$ cat config.mk
export PLATFORM = sky130hd
export DESIGN_NAME = llc_input_arbiter
export DESIGN_NICKNAME = d
export VERILOG_FILES = /design/src/rtl/llc_input_arbiter_pkg.sv /design/src/rtl/llc_input_arbiter_rr_picker.sv /design/src/rtl/llc_input_arbiter.sv
export SDC_FILE = /design/constraint.sdc
export NUM_CORES = 1
export LEC_CHECK = 0
export BUFFER_PORTS_ARGS = -buffer_cell sky130_fd_sc_hd__buf_2
export CORE_ASPECT_RATIO = 1.1
export CORE_MARGIN = 4
export CORE_UTILIZATION = 45
export CTS_CLUSTER_SIZE = 30
export DETAILED_ROUTE_END_ITERATION = 12
export GPL_TIMING_DRIVEN = 0
export PLACE_DENSITY = 0.88
export SETUP_SLACK_MARGIN = 0.4
export SYNTH_ARGS = -nofsm -noshare
export SYNTH_HDL_FRONTEND = slang
export SYNTH_SLANG_ARGS = --single-unit
$ cat constraint.sdc
create_clock -name clk -period 5.2 [get_ports clk]
set_clock_uncertainty 0.15 [all_clocks]
set_input_delay 1.04 -clock clk [delete_from_list [all_inputs] [get_ports clk]]
set_output_delay 1.04 -clock clk [all_outputs]
set_load 0.02 [all_outputs]
$ cat src/rtl/llc_input_arbiter_pkg.sv
`default_nettype none
// +------------------------------------------------------------------+
// | Module  : llc_input_arbiter_pkg                                  |
// | Brief   : Shared LLC front-end types and line-address helpers    |
// | Revision: 1.0                                                    |
// +------------------------------------------------------------------+
package llc_input_arbiter_pkg;

  // Widest line address the slice helpers accept
  localparam int LLC_ADDR_MAX_W = 64;

  // Default line breakdown: 18-bit tag over an 8-bit set index
  typedef struct packed {
    logic [17:0] tag;
    logic [7:0]  set;
  } llc_line_t;

  // Channel index width; a single channel still needs one bit
  function automatic int llc_ch_w(input int nch);
    return (nch > 1) ? $clog2(nch) : 1;
  endfunction

  // Tag field: everything above the set index
  function automatic logic [LLC_ADDR_MAX_W-1:0] llc_addr_tag(
    input logic [LLC_ADDR_MAX_W-1:0] addr,
    input int                        set_w
  );
    return addr >> set_w;
  endfunction

  // Set field: the low set_w bits
  function automatic logic [LLC_ADDR_MAX_W-1:0] llc_addr_set(
    input logic [LLC_ADDR_MAX_W-1:0] addr,
    input int                        set_w
  );
    return addr & ((64'd1 << set_w) - 64'd1);
  endfunction

endpackage
`default_nettype wire

$ cat src/rtl/llc_input_arbiter_rr_picker.sv
`default_nettype none
// +------------------------------------------------------------------+
// | Module  : llc_rr_picker                                          |
// | Brief   : Rotate-by-pointer priority encoder (one-hot + index)   |
// | Revision: 1.0                                                    |
// +------------------------------------------------------------------+
module llc_rr_picker #(
  parameter int NCH  = 4,
  parameter int CH_W = 2
) (
  input  logic [NCH-1:0]  req,
  input  logic [CH_W-1:0] ptr,
  output logic [NCH-1:0]  gnt,
  output logic [CH_W-1:0] idx,
  output logic            any
);

  logic [CH_W-1:0] w_cand;

  // Scan from ptr upward, wrapping modulo NCH; first requester wins
  always_comb begin
    gnt    = '0;
    idx    = '0;
    any    = 1'b0;
    w_cand = '0;
    for (int k = 0; k < NCH; k++) begin
      w_cand = CH_W'((int'(ptr) + k) % NCH);
      if (!any && req[w_cand]) begin
        any         = 1'b1;
        gnt[w_cand] = 1'b1;
        idx         = w_cand;
      end
    end
  end

endmodule
`default_nettype wire

$ cat src/rtl/llc_input_arbiter.sv
`default_nettype none
// +------------------------------------------------------------------+
// | Module  : llc_input_arbiter                                      |
// | Brief   : N-channel LLC input arbiter, tag/set decode, one-entry |
// |           registered output stage and stall-release detection   |
// | Revision: 1.0                                                    |
// +------------------------------------------------------------------+
module llc_input_arbiter
  import llc_input_arbiter_pkg::*;
#(
  parameter  int NCH         = 4,
  parameter  int LINE_ADDR_W = 26,
  parameter  int SET_W       = 8,
  parameter  int RR          = 0,
  localparam int TAG_W       = LINE_ADDR_W - SET_W,
  localparam int CH_W        = llc_ch_w(NCH)
) (
  input  logic                       clk,
  input  logic                       rst,
  input  logic [NCH-1:0]             in_valid,
  input  logic [NCH*LINE_ADDR_W-1:0] in_addr,
  input  logic [NCH-1:0]             in_block,
  output logic [NCH-1:0]             in_ready,
  input  logic                       resume_valid,
  input  logic [LINE_ADDR_W-1:0]     resume_addr,
  output logic                       resume_ready,
  input  logic                       stall_valid,
  input  logic [TAG_W-1:0]           stall_tag,
  input  logic [SET_W-1:0]           stall_set,
  output logic                       out_valid,
  input  logic                       out_ready,
  output logic                       out_resume,
  output logic [CH_W-1:0]            out_ch,
  output logic [TAG_W-1:0]           out_tag,
  output logic [SET_W-1:0]           out_set,
  output logic                       stall_clr,
  output logic                       idle
);

  logic                   w_load;
  logic                   w_grant_res;
  logic                   w_grant_ch;
  logic                   w_any;
  logic [NCH-1:0]         w_elig;
  logic [NCH-1:0]         w_gnt;
  logic [CH_W-1:0]        w_idx;
  logic [CH_W-1:0]        r_rr_ptr;
  logic [LINE_ADDR_W-1:0] w_addr_arr [NCH];
  logic [LINE_ADDR_W-1:0] w_win_addr;
  logic [TAG_W-1:0]       w_tag;
  logic [SET_W-1:0]       w_set;
  logic                   w_stall_hit;

  // Unpack the flat address bus into one entry per channel
  for (genvar gi = 0; gi < NCH; gi++) begin : g_addr
    assign w_addr_arr[gi] = in_addr[gi*LINE_ADDR_W +: LINE_ADDR_W];
  end

  // Output stage can take a new decision when empty or being drained;
  // gating with rst keeps the pop strobes low during reset
  assign w_load      = rst && (!out_valid || out_ready);
  assign w_elig      = in_valid & ~in_block;
  assign w_grant_res = w_load && resume_valid;
  assign w_grant_ch  = w_load && !resume_valid && w_any;

  assign in_ready     = w_grant_ch ? w_gnt : '0;
  assign resume_ready = w_grant_res;

  llc_rr_picker #(
    .NCH  (NCH),
    .CH_W (CH_W)
  ) u_picker (
    .req (w_elig),
    .ptr (r_rr_ptr),
    .gnt (w_gnt),
    .idx (w_idx),
    .any (w_any)
  );

  // Winning address and its tag/set split
  assign w_win_addr  = resume_valid ? resume_addr : w_addr_arr[w_idx];
  assign w_tag       = TAG_W'(llc_addr_tag(LLC_ADDR_MAX_W'(w_win_addr), SET_W));
  assign w_set       = SET_W'(llc_addr_set(LLC_ADDR_MAX_W'(w_win_addr), SET_W));
  assign w_stall_hit = stall_valid && (w_idx == '0) &&
                       (w_tag == stall_tag) && (w_set == stall_set);

  // Round-robin pointer: advances past the granted channel only
  if (RR != 0 && NCH > 1) begin : g_rr
    always_ff @(posedge clk or negedge rst) begin
      if (!rst) begin
        r_rr_ptr <= '0;
      end else if (w_grant_ch) begin
        r_rr_ptr <= (w_idx == CH_W'(NCH - 1)) ? '0 : w_idx + 1'b1;
      end
    end
  end else begin : g_fixed
    assign r_rr_ptr = '0;
  end

  // Registered decision stage; stall_clr is a single-cycle pulse
  always_ff @(posedge clk or negedge rst) begin
    if (!rst) begin
      out_valid  <= 1'b0;
      out_resume <= 1'b0;
      out_ch     <= '0;
      out_tag    <= '0;
      out_set    <= '0;
      stall_clr  <= 1'b0;
      idle       <= 1'b0;
    end else begin
      stall_clr <= 1'b0;
      if (w_load) begin
        if (w_grant_res) begin
          out_valid  <= 1'b1;
          out_resume <= 1'b1;
          out_ch     <= '0;
          out_tag    <= w_tag;
          out_set    <= w_set;
          idle       <= 1'b0;
        end else if (w_grant_ch) begin
          out_valid  <= 1'b1;
          out_resume <= 1'b0;
          out_ch     <= w_idx;
          out_tag    <= w_tag;
          out_set    <= w_set;
          stall_clr  <= w_stall_hit;
          idle       <= 1'b0;
        end else begin
          out_valid  <= 1'b0;
          out_resume <= 1'b0;
          idle       <= 1'b1;
        end
      end
    end
  end

endmodule
`default_nettype wire

-- Yosys cells after proc, flatten, opt, wreduce, memory -nomap -nowiden
Index checks and enable logic that the tools add are counted.
Widths: inputs -> output; s select.
- equal/unequal tests: 2
- multiply operators: 0
- add/subtract/negate cells: 0
- divide/modulo/power cells: 0
- shift-type cells: 0
- magnitude comparators: 1
- multiplexer cells: 30
- reductions and logical operators: 19
- bitwise logic cells: 3
- operators with widths (kind ; count):
    $mux 26 ; 3
    $bmux 26 s2 ; 1
    $mux 18 ; 2
    $eq 18x18->1 ; 1
    $mux 8 ; 2
    $mux 1 ; 14
    $logic_and 1x1->1 ; 10
    $mux 2 ; 5
    $eq 8x8->1 ; 1
    $mux 4 ; 2
    $logic_not 1->1 ; 5
    $and 4x4->4 ; 1
    $not 4->4 ; 1
    $ge 3x3->1 const B ; 1
    $mux 3 ; 1
    $not 2->3 ; 1
    $logic_not 2->1 ; 1
    $reduce_and 2->1 ; 1
    $reduce_bool 2->1 ; 1
    $logic_or 1x1->1 ; 1
- memories kept: 0
- input bits: 169
- logic and storage cells: 62
- bits in registers: 32
- output and inout bits: 37
- RAM bits: 0
- bits in latches: 0
- memory bits (read-only): 0

-- Logic depth before layout (Yosys ltp)
Gate-level depths: netlist of run 1.
- word-level depth: 23
- mapped depth: 13
- mapped depth without buffers: 8

-- Hierarchy
From an unflattened synthesis of run 1, not the netlist that was laid out.
- cells, all modules: 376
- area total of the unflattened synthesis: 3464.6 um2
- by module, submodules not included (module ; area an instance (um2) ; seq. area each (um2) ; cells each ; instances):
    llc_input_arbiter ; 3045.4 ; 800.8 ; 331 ; 1
    llc_rr_picker ; 419.2 ; 0.0 ; 45 ; 1

-- Least setup slack after synthesis of run 1
OpenSTA, ideal clock, no wires.
- kind: input-to-output
- start point: input resume_valid
- end point: output in_ready[2]
- path slack: 1367 ps
- buffers on the path: 5
- required time: 4010 ps
- data arrival time: 2643 ps
- stages: 6
- cell sequence: buf_4 > buf_2 > clkbuf_1 > buf_2 > buf_1 > nor4_1
- word-level cells in the longest chain between the ends: 4
- ends and longest elaborated chain (element ; RTL line ; text):
    start: declaration ; llc_input_arbiter.sv:24 ; input logic resume_valid,
    $logic_not 1->1 ; llc_input_arbiter.sv:64 ; assign w_grant_ch = w_load && !resume_valid && w_any;
    $logic_and 1x1->1 (2 in series) ; llc_input_arbiter.sv:64 ;
    $mux 4 ; llc_input_arbiter.sv:66 ; assign in_ready = w_grant_ch ? w_gnt : '0;
    end: declaration ; llc_input_arbiter.sv:23 ; output logic [NCH-1:0] in_ready,
Every way passes these cells.

-- Worst setup path in the final report of run 1
Same ends and word-level chain as after synthesis.

==> results of run 1 <==
==> logic make-up after synthesis <==
logic type / after synthesis
and+or+nand+nor: 135
buffers and inverters: 34
AOI/OAI and AO/OA: 132
xor gates and xnor gates: 13
muxes: 14
DFF: 32
==> cells in the mapped netlist (4+ instances only) <==
| library cell | count |
|---|---|
| a211oi_1 | 5 |
| a21oi_1 | 15 |
| a221oi_1 | 4 |
| a311o_1 | 5 |
| a311oi_1 | 16 |
| a31oi_1 | 5 |
| a32oi_1 | 4 |
| and3_1 | 4 |
| buf_1 | 4 |
| buf_2 | 7 |
| clkbuf_1 | 12 |
| dfrtp_1 | 32 |
| inv_1 | 5 |
| mux2i_1 | 12 |
| nand2_1 | 69 |
| nand3_1 | 15 |
| nand4_1 | 4 |
| nor2_1 | 18 |
| nor3_1 | 7 |
| o21a_1 | 12 |
| o21ai_0 | 31 |
| o221ai_1 | 4 |
| o22ai_1 | 4 |
| xnor2_1 | 4 |
| xor2_1 | 9 |
==> final cells by class <==
class / instances / area share
Clock inverter: 2 / 0.008682
Inverter: 6 / 0.005581
Buffer: 28 / 0.03473
Sequential cell: 32 / 0.1984
Timing Repair Buffer: 204 / 0.2530
Multi-Input combinational cell: 294 / 0.4577
Tap cell: 77 / 0.02388
Clock buffer: 6 / 0.01798
==> per-layer routing <==
metal / routed length, um / GRT usage / vias up
met5: 0 / 0 / -
met2: 6282 / 0.5394 / 273
met4: 306 / 0.09809 / 0
met1: 4826 / 0.4106 / 1827
li1: - / - / 1779
met3: 1290 / 0.05109 / 28
==> through the flow <==
| stage | utilization | area (um2) | std cells | setup slack, ps |
|---|---|---|---|---|
| 4_1_cts | 0.6823 | 4035 | 649 | 1129 |
| 5_1_grt | 0.6823 | 4035 | 649 | 978.4 |
| 6_report | 0.6823 | 4035 | 649 | 1069 |
| 3_3_place_gp | 0.6641 | 3928 | 641 | 1110 |
| 2_1_floorplan | - | 2810 | 360 | 1367 |
| 3_5_place_dp | 0.6641 | 3928 | 641 | 1140 |
==> tightest hold or removal path: cells and delay by family (launching register included) <==
family | cells | cell delay, ps
flops | 1 | 340
compound gates | 1 | 60
simple gates | 1 | 40
==> final timing paths <==
kind / endpoint / slack, ps
hold reg to reg: out_tag[15] / 320
setup reg to reg: stall_clr / 2560
hold / removal: out_tag[15] / 320
max in group asynchronous: out_set[6] / 3760
min in group asynchronous: out_tag[6] / 670
setup / recovery: in_ready[2] / 1070
==> sequential cells by signal (all words and copies together), names as in the netlist <==
signal	cells
out_tag	18
out_set	8
out_resume	1
out_ch	2
idle	1
out_valid	1
stall_clr	1
==> report_power, final <==
group | internal, W | switching, W
combinational | 0.000172 | 0.000272
clock | 0.000142 | 0.0000919
sequential | 0.000301 | 0.0000285
==> results_dict.tcl, run 1 <==
set metrics [dict create \
    critPathLaunch "resume_valid" \
    fp.dieH_um 90.88 \
    grt_max_degree 35 \
    cp_slowest_cell "buf_1" \
    synth_mux_area_frac 0.05076 \
    synth_top_area_frac 0.2850 \
    die_area_mm2 0.007574 \
    dr_total_vias 3907 \
    die_w_um 83.35 \
    start_kind "input port" \
    path_max_fanout 10 \
    synth-compound-area-share 0.3362 \
    total_power_w 0.001007 \
    cts_tree "done" \
    synth_flop_cell "dfrtp_1" \
    mostFrequentLayoutCells "buf_2 (211), nand2_1 (69), dfrtp_1 (32)" \
    root_buffer "clkbuf_8" \
    holdWs_ps 324.5 \
    post_cts_buffers 0 \
    synth.distinct_cells 60 \
    finalSetupTns_ps 0 \
    drc 0 \
    nets 740 \
    power_density_mw_per_mm2 249.5 \
    drive_gt1_frac 0.4126 \
    cts_hold_buf 0 \
    num_antenna_cells 0 \
    reg2reg_depth 8 \
    p_leak_nw 2.003 \
    port_buffers 204 \
    slowest_delay_ps 480 \
    synth-xor-area-share 0.04052 \
    maxClockFrequency_ghz 0.2421 \
    path_cells "buf_4 -> buf_2 -> clkbuf_1 -> buf_2 -> buf_1 -> nor4_1 -> buf_2" \
    timing.final.crit_share 0.7945 \
    cts_sinks 32 \
    pin_count 206 \
    start_util 0.4751 \
    syn_nets 529 \
    min_period_ps 4131 \
    htree_levels 2 \
    yosys_warnings 0 \
    synth-simple-area-share 0.2297 \
    slew_violations 0 \
    layout_commonest_cell "buf_2" \
    num_rows 29 \
    crit_arrival_ps 2940 \
    synth_edf_count 0 \
    antenna_found_initial 0 \
    syn_avg_cell_area_um2 7.806 \
    min_delay_path_depth 2 \
    area_delta_synth_final_pct 43.59 \
    worst-path-stages 7 \
    slew_headroom 0.5002 \
    rsz0062_at_grt "false" \
    grt_overflow 0 \
    clockBufferDepth 2 \
    grt_pass1_wl_um 19440 \
    synthTopCellsByArea "dfrtp_1 (28%), nand2_1 (9.2%), o21ai_0 (5.5%)" \
    nFillCells 529 \
    r2r-start "out_valid" \
    synth_top_area_cell "dfrtp_1" \
    critPathTopFamily "buffers and inverters" \
    worstPathRequired_ps 4010 \
    crit_type "in2out" \
    status "finished clean" \
    crit_top_cell "buf_2" \
    cts_resized 0 \
    ys_seq_area_frac 0.2850 \
    drt_iter0_markers 297 \
    dpl.hpwl_um 10370 \
    grt_use_total 0.3173 \
    clock_latency_ps 280 \
    max-vdd-ir-drop_mv 0.1940 \
    synthCells 360 \
    drtAntennaViolNets 0 \
    seq_area_um2 800.8 \
    wire_per_inst_um 19.58 \
    multi_input_area_mm2 0.001847 \
    synth_top_family_by_area "compound AO/OA/AOI/OAI gates" \
    ys_seq_elements 32 \
    drt-total-wl_um 12710 \
    avgViaCountPerCell 6.020 \
    worstHoldStart "out_tag[15]" \
    grt_pass1_vias 3772 \
    first_pass_iters 5 \
    place_congestion 0.9515 \
    synthAdderAreaFrac 0 \
    cts-buffers-inserted 5 \
    drv_cap 0 \
    hold_viol 0 \
    syn-cell-area_mm2 0.002810 \
    tightestPinTransition_ps 744.7 \
    path_buf_inv 6 \
    path_clk_slew_ps 60 \
    setup_viol 0 \
    min_path_type "reg2reg" \
    ys_async_sr_fraction 1.000 \
    crit_path_end_kind "output pin" \
    core_mm2 0.005914 \
]
No activity file was read; power rests on OpenSTA's default activity.
==> run 2, diff against run 1 <==
--- a/config.mk
+++ b/config.mk
@@ -8,11 +8,11 @@
 export BUFFER_PORTS_ARGS = -buffer_cell sky130_fd_sc_hd__buf_2
 export CORE_ASPECT_RATIO = 1.1
 export CORE_MARGIN = 4
-export CORE_UTILIZATION = 45
+export CORE_UTILIZATION = 41
 export CTS_CLUSTER_SIZE = 30
 export DETAILED_ROUTE_END_ITERATION = 12
 export GPL_TIMING_DRIVEN = 0
-export PLACE_DENSITY = 0.88
+export PLACE_DENSITY = 0.81
 export SETUP_SLACK_MARGIN = 0.4
 export SYNTH_ARGS = -nofsm -noshare
 export SYNTH_HDL_FRONTEND = slang
==> constraint.sdc (replaced) <==
create_clock -name clk -period 4.1 [get_ports clk]
set_clock_uncertainty 0.15 [all_clocks]
set_input_delay 0.82 -clock clk [delete_from_list [all_inputs] [get_ports clk]]
set_output_delay 0.82 -clock clk [all_outputs]
set_load 0.02 [all_outputs]
==> results_dict.tcl, run 2 (same netlist as run 1, synthesis figures left out) <==
set metrics [dict create \
    fp.dieH_um 94.83 \
    path_clk_slew_ps 70 \
    status "finished clean" \
    nFillCells 649 \
    pin_count 206 \
    finalSetupTns_ps 0 \
    die_w_um 86.94 \
    min_path_type "reg2reg" \
    mostFrequentLayoutCells "buf_2 (211), nand2_1 (69), dfrtp_1 (32)" \
    num_rows 31 \
    clock_latency_ps 280 \
    slew_headroom 0.5066 \
    top_register "out_tag" \
    drive_gt1_frac 0.4161 \
    layoutNonFillerInstCount 654 \
    cts_hold_buf 0 \
    grt_max_degree 35 \
    cts-buffers-inserted 5 \
    cp_slowest_cell "buf_1" \
    hold_viol 0 \
    grt_overflow 0 \
    first_pass_iters 5 \
    num_antenna_cells 0 \
    crit_path_end_kind "output pin" \
    crit_arrival_ps 2590 \
    crit_top_cell "buf_2" \
    drv_cap 0 \
    max-vdd-ir-drop_mv 0.3377 \
    port_buffers 204 \
    p_leak_nw 2.002 \
    start_util 0.4237 \
    largest_reg_flops 18 \
    rsz0062_at_grt "false" \
    grt_util_met2 0.4772 \
    core_mm2 0.006633 \
    dr_total_vias 3830 \
    drc 0 \
    dpl.hpwl_um 10350 \
    place_congestion 0.9243 \
    die_area_mm2 0.008244 \
    cts_tree "done" \
    multi_input_area_mm2 0.001847 \
    grt_pass1_vias 3704 \
    maxClockFrequency_ghz 0.2813 \
    cts_sinks 32 \
    setup_viol 0 \
    htree_levels 2 \
    slowest_delay_ps 400 \
    path_max_fanout 10 \
    critPathLaunch "in_block[0]" \
    r2r-start "out_valid" \
    grt_pass1_wl_um 18660 \
    drt_iter0_markers 254 \
    slew_violations 0 \
    seq_area_um2 800.8 \
    post_cts_buffers 0 \
    start_kind "input port" \
    antenna_found_initial 0 \
    worstHoldStart "out_tag[15]" \
    wire_per_inst_um 19.30 \
    grt.busiest_layer "met2" \
    clockBufferDepth 2 \
    grt_use_total 0.2910 \
    worstPathRequired_ps 3130 \
    placedCellCount 646 \
    path_cells "buf_2 -> nand2b_1 -> buf_6 -> nand2_4 -> buf_6 -> buf_2 -> buf_2 -> buf_1 -> nor3_1 -> buf_2" \
    holdWs_ps 325.4 \
    timing.final.crit_share 0.8671 \
    crit_type "in2out" \
    drt-total-wl_um 12620 \
    power_density_mw_per_mm2 305.2 \
    min_period_ps 3555 \
    grt_util_met3 0.04974 \
    drtAntennaViolNets 0 \
    layout_commonest_cell "buf_2" \
    met1_usage 0.3793 \
    area_delta_synth_final_pct 43.32 \
    avgViaCountPerCell 5.856 \
    cts_resized 0 \
    root_buffer "clkbuf_8" \
    tightestPinTransition_ps 740.1 \
    reg_top3 "out_tag: 18 flops, out_set: 8 flops, out_ch: 2 flops" \
    nets 740 \
]
[run 2: cell types whose count changed in the layout (fill, tap and decap cells not counted)]
cell       previous run  this run
buf_1                 4         3
bufinv_16             1         0
clkbuf_1             13        12
clkbuf_2              0         1
clkbuf_8              5         6
clkinv_2              1         2
[run 2: area by class of cell]
class                      instances  area share
timing repair buffer             204      0.2535
buffer                            28     0.03510
inverter                           6    0.005592
clock buffer                       6     0.02050
sequential                        32      0.1988
tap                               82     0.02547
clock inverter                     2    0.002485
multi-input combinational        294      0.4585
[run 2: path summary, 6_finish.rpt]
path                                     to  slack (ps)  depth (start not counted)
worst max-delay path            in_ready[1]         540                         10
worst min-delay path            out_tag[15]         330                          2
worst max register to register    stall_clr        1540                          8
worst min register to register  out_tag[15]         330                          2
max in group asynchronous       out_tag[12]        2880                          1
min in group asynchronous        out_resume         440                          1
[run 2: per-stage QoR]
stage / total power [W] / setup WS, ps / instance area [um2] / util
after floorplan: 0.0007344 / 706.8 / 2810 / -
after global placement: 0.0009665 / 392.1 / 3934 / 0.5931
after detailed placement: 0.0009757 / 393.3 / 3934 / 0.5931
after CTS: 0.001229 / 442.9 / 4026 / 0.6071
after global routing: 0.001303 / 412.3 / 4028 / 0.6072
final: 0.001229 / 545.0 / 4028 / 0.6072
[run 2: per-layer routing]
layer / wire length (um) / up-vias / share of wire
met2: 6042 / 252 / 0.48
met3: 1354 / 33 / 0.11
met4: 359 / 0 / 0.028
met5: 0 / - / 0
met1: 4864 / 1769 / 0.39
li1: - / 1776 / -
[run 2: critical path, delay by kind of cell]
family	cells	cell delay, ps
buffers and inverters	7	1470
and+or+nand+nor	3	290
[run 2: power by group]
group | internal [W] | switching [W]
Combinational | 0.000218 | 0.000342
Sequential | 0.000382 | 0.0000353
Clock | 0.000134 | 0.000119
==> run 3, diff against run 2 <==
--- a/config.mk
+++ b/config.mk
@@ -8,12 +8,12 @@
 export BUFFER_PORTS_ARGS = -buffer_cell sky130_fd_sc_hd__buf_2
 export CORE_ASPECT_RATIO = 1.1
 export CORE_MARGIN = 4
-export CORE_UTILIZATION = 41
+export CORE_UTILIZATION = 45
 export CTS_CLUSTER_SIZE = 30
 export DETAILED_ROUTE_END_ITERATION = 12
-export GPL_TIMING_DRIVEN = 0
-export PLACE_DENSITY = 0.81
+export PLACE_DENSITY = 0.83
 export SETUP_SLACK_MARGIN = 0.4
 export SYNTH_ARGS = -nofsm -noshare
 export SYNTH_HDL_FRONTEND = slang
+export SYNTH_HIERARCHICAL = 1
 export SYNTH_SLANG_ARGS = --single-unit
==> results_dict.tcl, run 3 <==
set metrics [dict create \
    pin_count 206 \
    synthCells 376 \
    drtAntennaViolNets 0 \
    setup_viol 0 \
    cts_tree "done" \
    cts-buffers-inserted 5 \
    path_buf_inv 4 \
    synth.distinct_cells 64 \
    slowest_delay_ps 540 \
    synthMostInstantiatedCell "mux2i_1" \
    critPathTopFamily "simple AND/OR/NAND/NOR gates" \
    nets 782 \
    largest_reg_flops 18 \
    root_buffer "clkbuf_8" \
    synth_top_area_cell "dfrtp_1" \
    port_buffers 205 \
    wire_per_inst_um 19.65 \
    grt_pass1_vias 4115 \
    synth_top_family_by_area "multiplexers" \
    p_leak_nw 2.481 \
    drive_gt1_frac 0.4729 \
    fp.dieH_um 100.0 \
    finalWorstSetupSlack_ps 285.2 \
    synth_edf_count 0 \
    timing.final.crit_share 0.9304 \
    core_mm2 0.007473 \
    slew_violations 0 \
    syn_avg_cell_area_um2 9.214 \
    antenna_found_initial 1 \
    ys_seq_area_frac 0.2311 \
    path_clk_slew_ps 70 \
    start_util 0.4636 \
    die_area_mm2 0.009168 \
    reg_top3 "out_tag: 18 flops, out_set: 8 flops, out_ch: 2 flops" \
    hold_viol 0 \
    yosys_warnings 6 \
    tightestPinTransition_ps 600.8 \
    crit_arrival_ps 3840 \
    finalCoreUtilization 0.6725 \
    synth-xor-area-share 0.03539 \
    path_cells "buf_2 -> nor2b_1 -> mux4_2 -> buf_4 -> nor3_2 -> a32o_2 -> buf_4 -> clkbuf_16 -> mux4_2 -> or3b_2 -> o2111ai_1 -> nor4_1 -> nand4_1 -> nor4_2" \
    reg2reg_depth 7 \
    syn-cell-area_mm2 0.003465 \
    cp_slowest_cell "mux4_2" \
    mostFrequentLayoutCells "buf_2 (205), mux2i_1 (43), o21ai_0 (35)" \
    maxClockFrequency_ghz 0.2621 \
    grt_max_degree 29 \
    crit_type "in2reg" \
    first_pass_iters 5 \
    drt-total-wl_um 14050 \
    max-vdd-ir-drop_mv 0.1324 \
    status "finished clean" \
    synth_flop_cell "dfrtp_1" \
    htree_levels 2 \
    clockBufferDepth 2 \
    start_kind "input port" \
    synth_mux_area_frac 0.2568 \
    grt_use_total 0.2896 \
    num_rows 33 \
    worst-path-stages 14 \
    synth-compound-area-share 0.2272 \
    synth_top_area_frac 0.2311 \
    top_register "out_tag" \
    dr_total_vias 4134 \
    cts_sinks 32 \
    ys_async_sr_fraction 1.000 \
    ys_seq_elements 32 \
    clock_latency_ps 280 \
    synth-simple-area-share 0.1603 \
    worstPathRequired_ps 4120 \
    drc 0 \
    dpl.hpwl_um 11660 \
    synthAdderAreaFrac 0.01806 \
    grt_overflow 0 \
    grt_pass1_wl_um 20950 \
    avgViaCountPerCell 5.782 \
    drv_cap 0 \
    rsz0062_at_grt "true" \
    min_path_type "in2async" \
    layout_commonest_cell "buf_2" \
    synthTopCellsByArea "dfrtp_1 (23%), mux2i_1 (13%), mux4_2 (5.9%)" \
    drt_iter0_markers 286 \
    crit_path_end_kind "flop" \
    slew_headroom 0.5995 \
    path_max_fanout 12 \
    die_w_um 91.66 \
    place_ws_ps -153.0 \
    place_congestion 0.9937 \
    area_delta_synth_final_pct 45.07 \
    min_period_ps 3815 \
    synth_commonest_cells "mux2i_1 (45), o21ai_0 (35), dfrtp_1 (32)" \
    power_density_mw_per_mm2 339.6 \
]
## run 3: changes by cell type after synthesis, sizes merged, moves of 13 or more
| cell | previous run | this run |
|---|---|---|
| nand2 | 71 | 31 |
| mux2i | 12 | 45 |
| a311oi | 16 | 0 |
| mux4 | 0 | 15 |
| a22oi | 2 | 16 |
| inv | 5 | 18 |
## run 3: per-stage QoR
| step | cells | hold slack (ps) | instance area [um2] | power [W] | TNS, ps |
|---|---|---|---|---|---|
| floorplan | 386 | 374.4 | 3520 | 0.001008 | 0 |
| global route | 715 | 292.5 | 5026 | 0.001805 | 0 |
| detailed placement | 698 | 317.8 | 4753 | 0.001345 | -153.0 |
| global placement | 698 | 306.7 | 4753 | 0.001323 | -48.21 |
| finish | 715 | 279.9 | 5026 | 0.001707 | 0 |
| CTS | 709 | 283.8 | 4907 | 0.001659 | 0 |
## run 3: final timing paths
path                             startpoint         end  slack, ps
worst max-delay path            in_valid[1]   stall_clr        290
worst min-delay path                    rst   stall_clr        280
worst max register to register    out_valid   stall_clr       2080
worst min register to register   out_tag[6]  out_tag[6]        330
max in group asynchronous               rst  out_set[5]       2930
min in group clk                 out_tag[6]  out_tag[6]        330
## run 3: per-layer routing
layer | up-vias | GRT usage | wire length [um]
met4 | 0 | 0.1021 | 464
met2 | 245 | 0.5205 | 7159
li1 | 1899 | - | -
met1 | 1945 | 0.3461 | 5320
met5 | - | 0 | 0
met3 | 45 | 0.05247 | 1105
## run 3: cell families (layout without fill, tap and decap cells)
family,count (synthesis),after routing
buffers and inverters,45,268
XOR/XNOR,14,14
AND/OR/NAND/NOR,99,99
other,1,12
adder cells (fa/ha/maj),5,5
AO/OA/AOI/OAI,113,113
flip-flops,32,32
multiplexers,67,67
## run 3: final cells by class
type                       instances  area [um2]
multi-input combinational        309        2537
timing repair buffer             242        1379
inverter                          18       67.56
sequential                        32       800.8
tap                              105       131.4
clock buffer                       6       72.57
clock inverter                     2       35.03
antenna                            1       2.502
fill                             626        2447
## run 3: where the power goes
| part | switching (W) | internal [W] |
|---|---|---|
| clock | 0.000120 | 0.000180 |
| sequential | 0.0000453 | 0.000399 |
| combinational | 0.000532 | 0.000431 |
| total | 0.000697 | 0.00101 |
## run 3: timing repair
item,CTS,global route
hold buffers,0,0
setup endpoints to repair,6,5
cloned,0,1
pin swaps,1,8
buffers inserted,3,4
resized for setup,4,14
## run 3: worst register-to-register path: cells and delay by family (launching register included)
kind	cells	cell delay, ps
and+or+nand+nor	5	1150
AOI/OAI and AO/OA	1	70
buffers and inverters	1	150
DFF	1	400
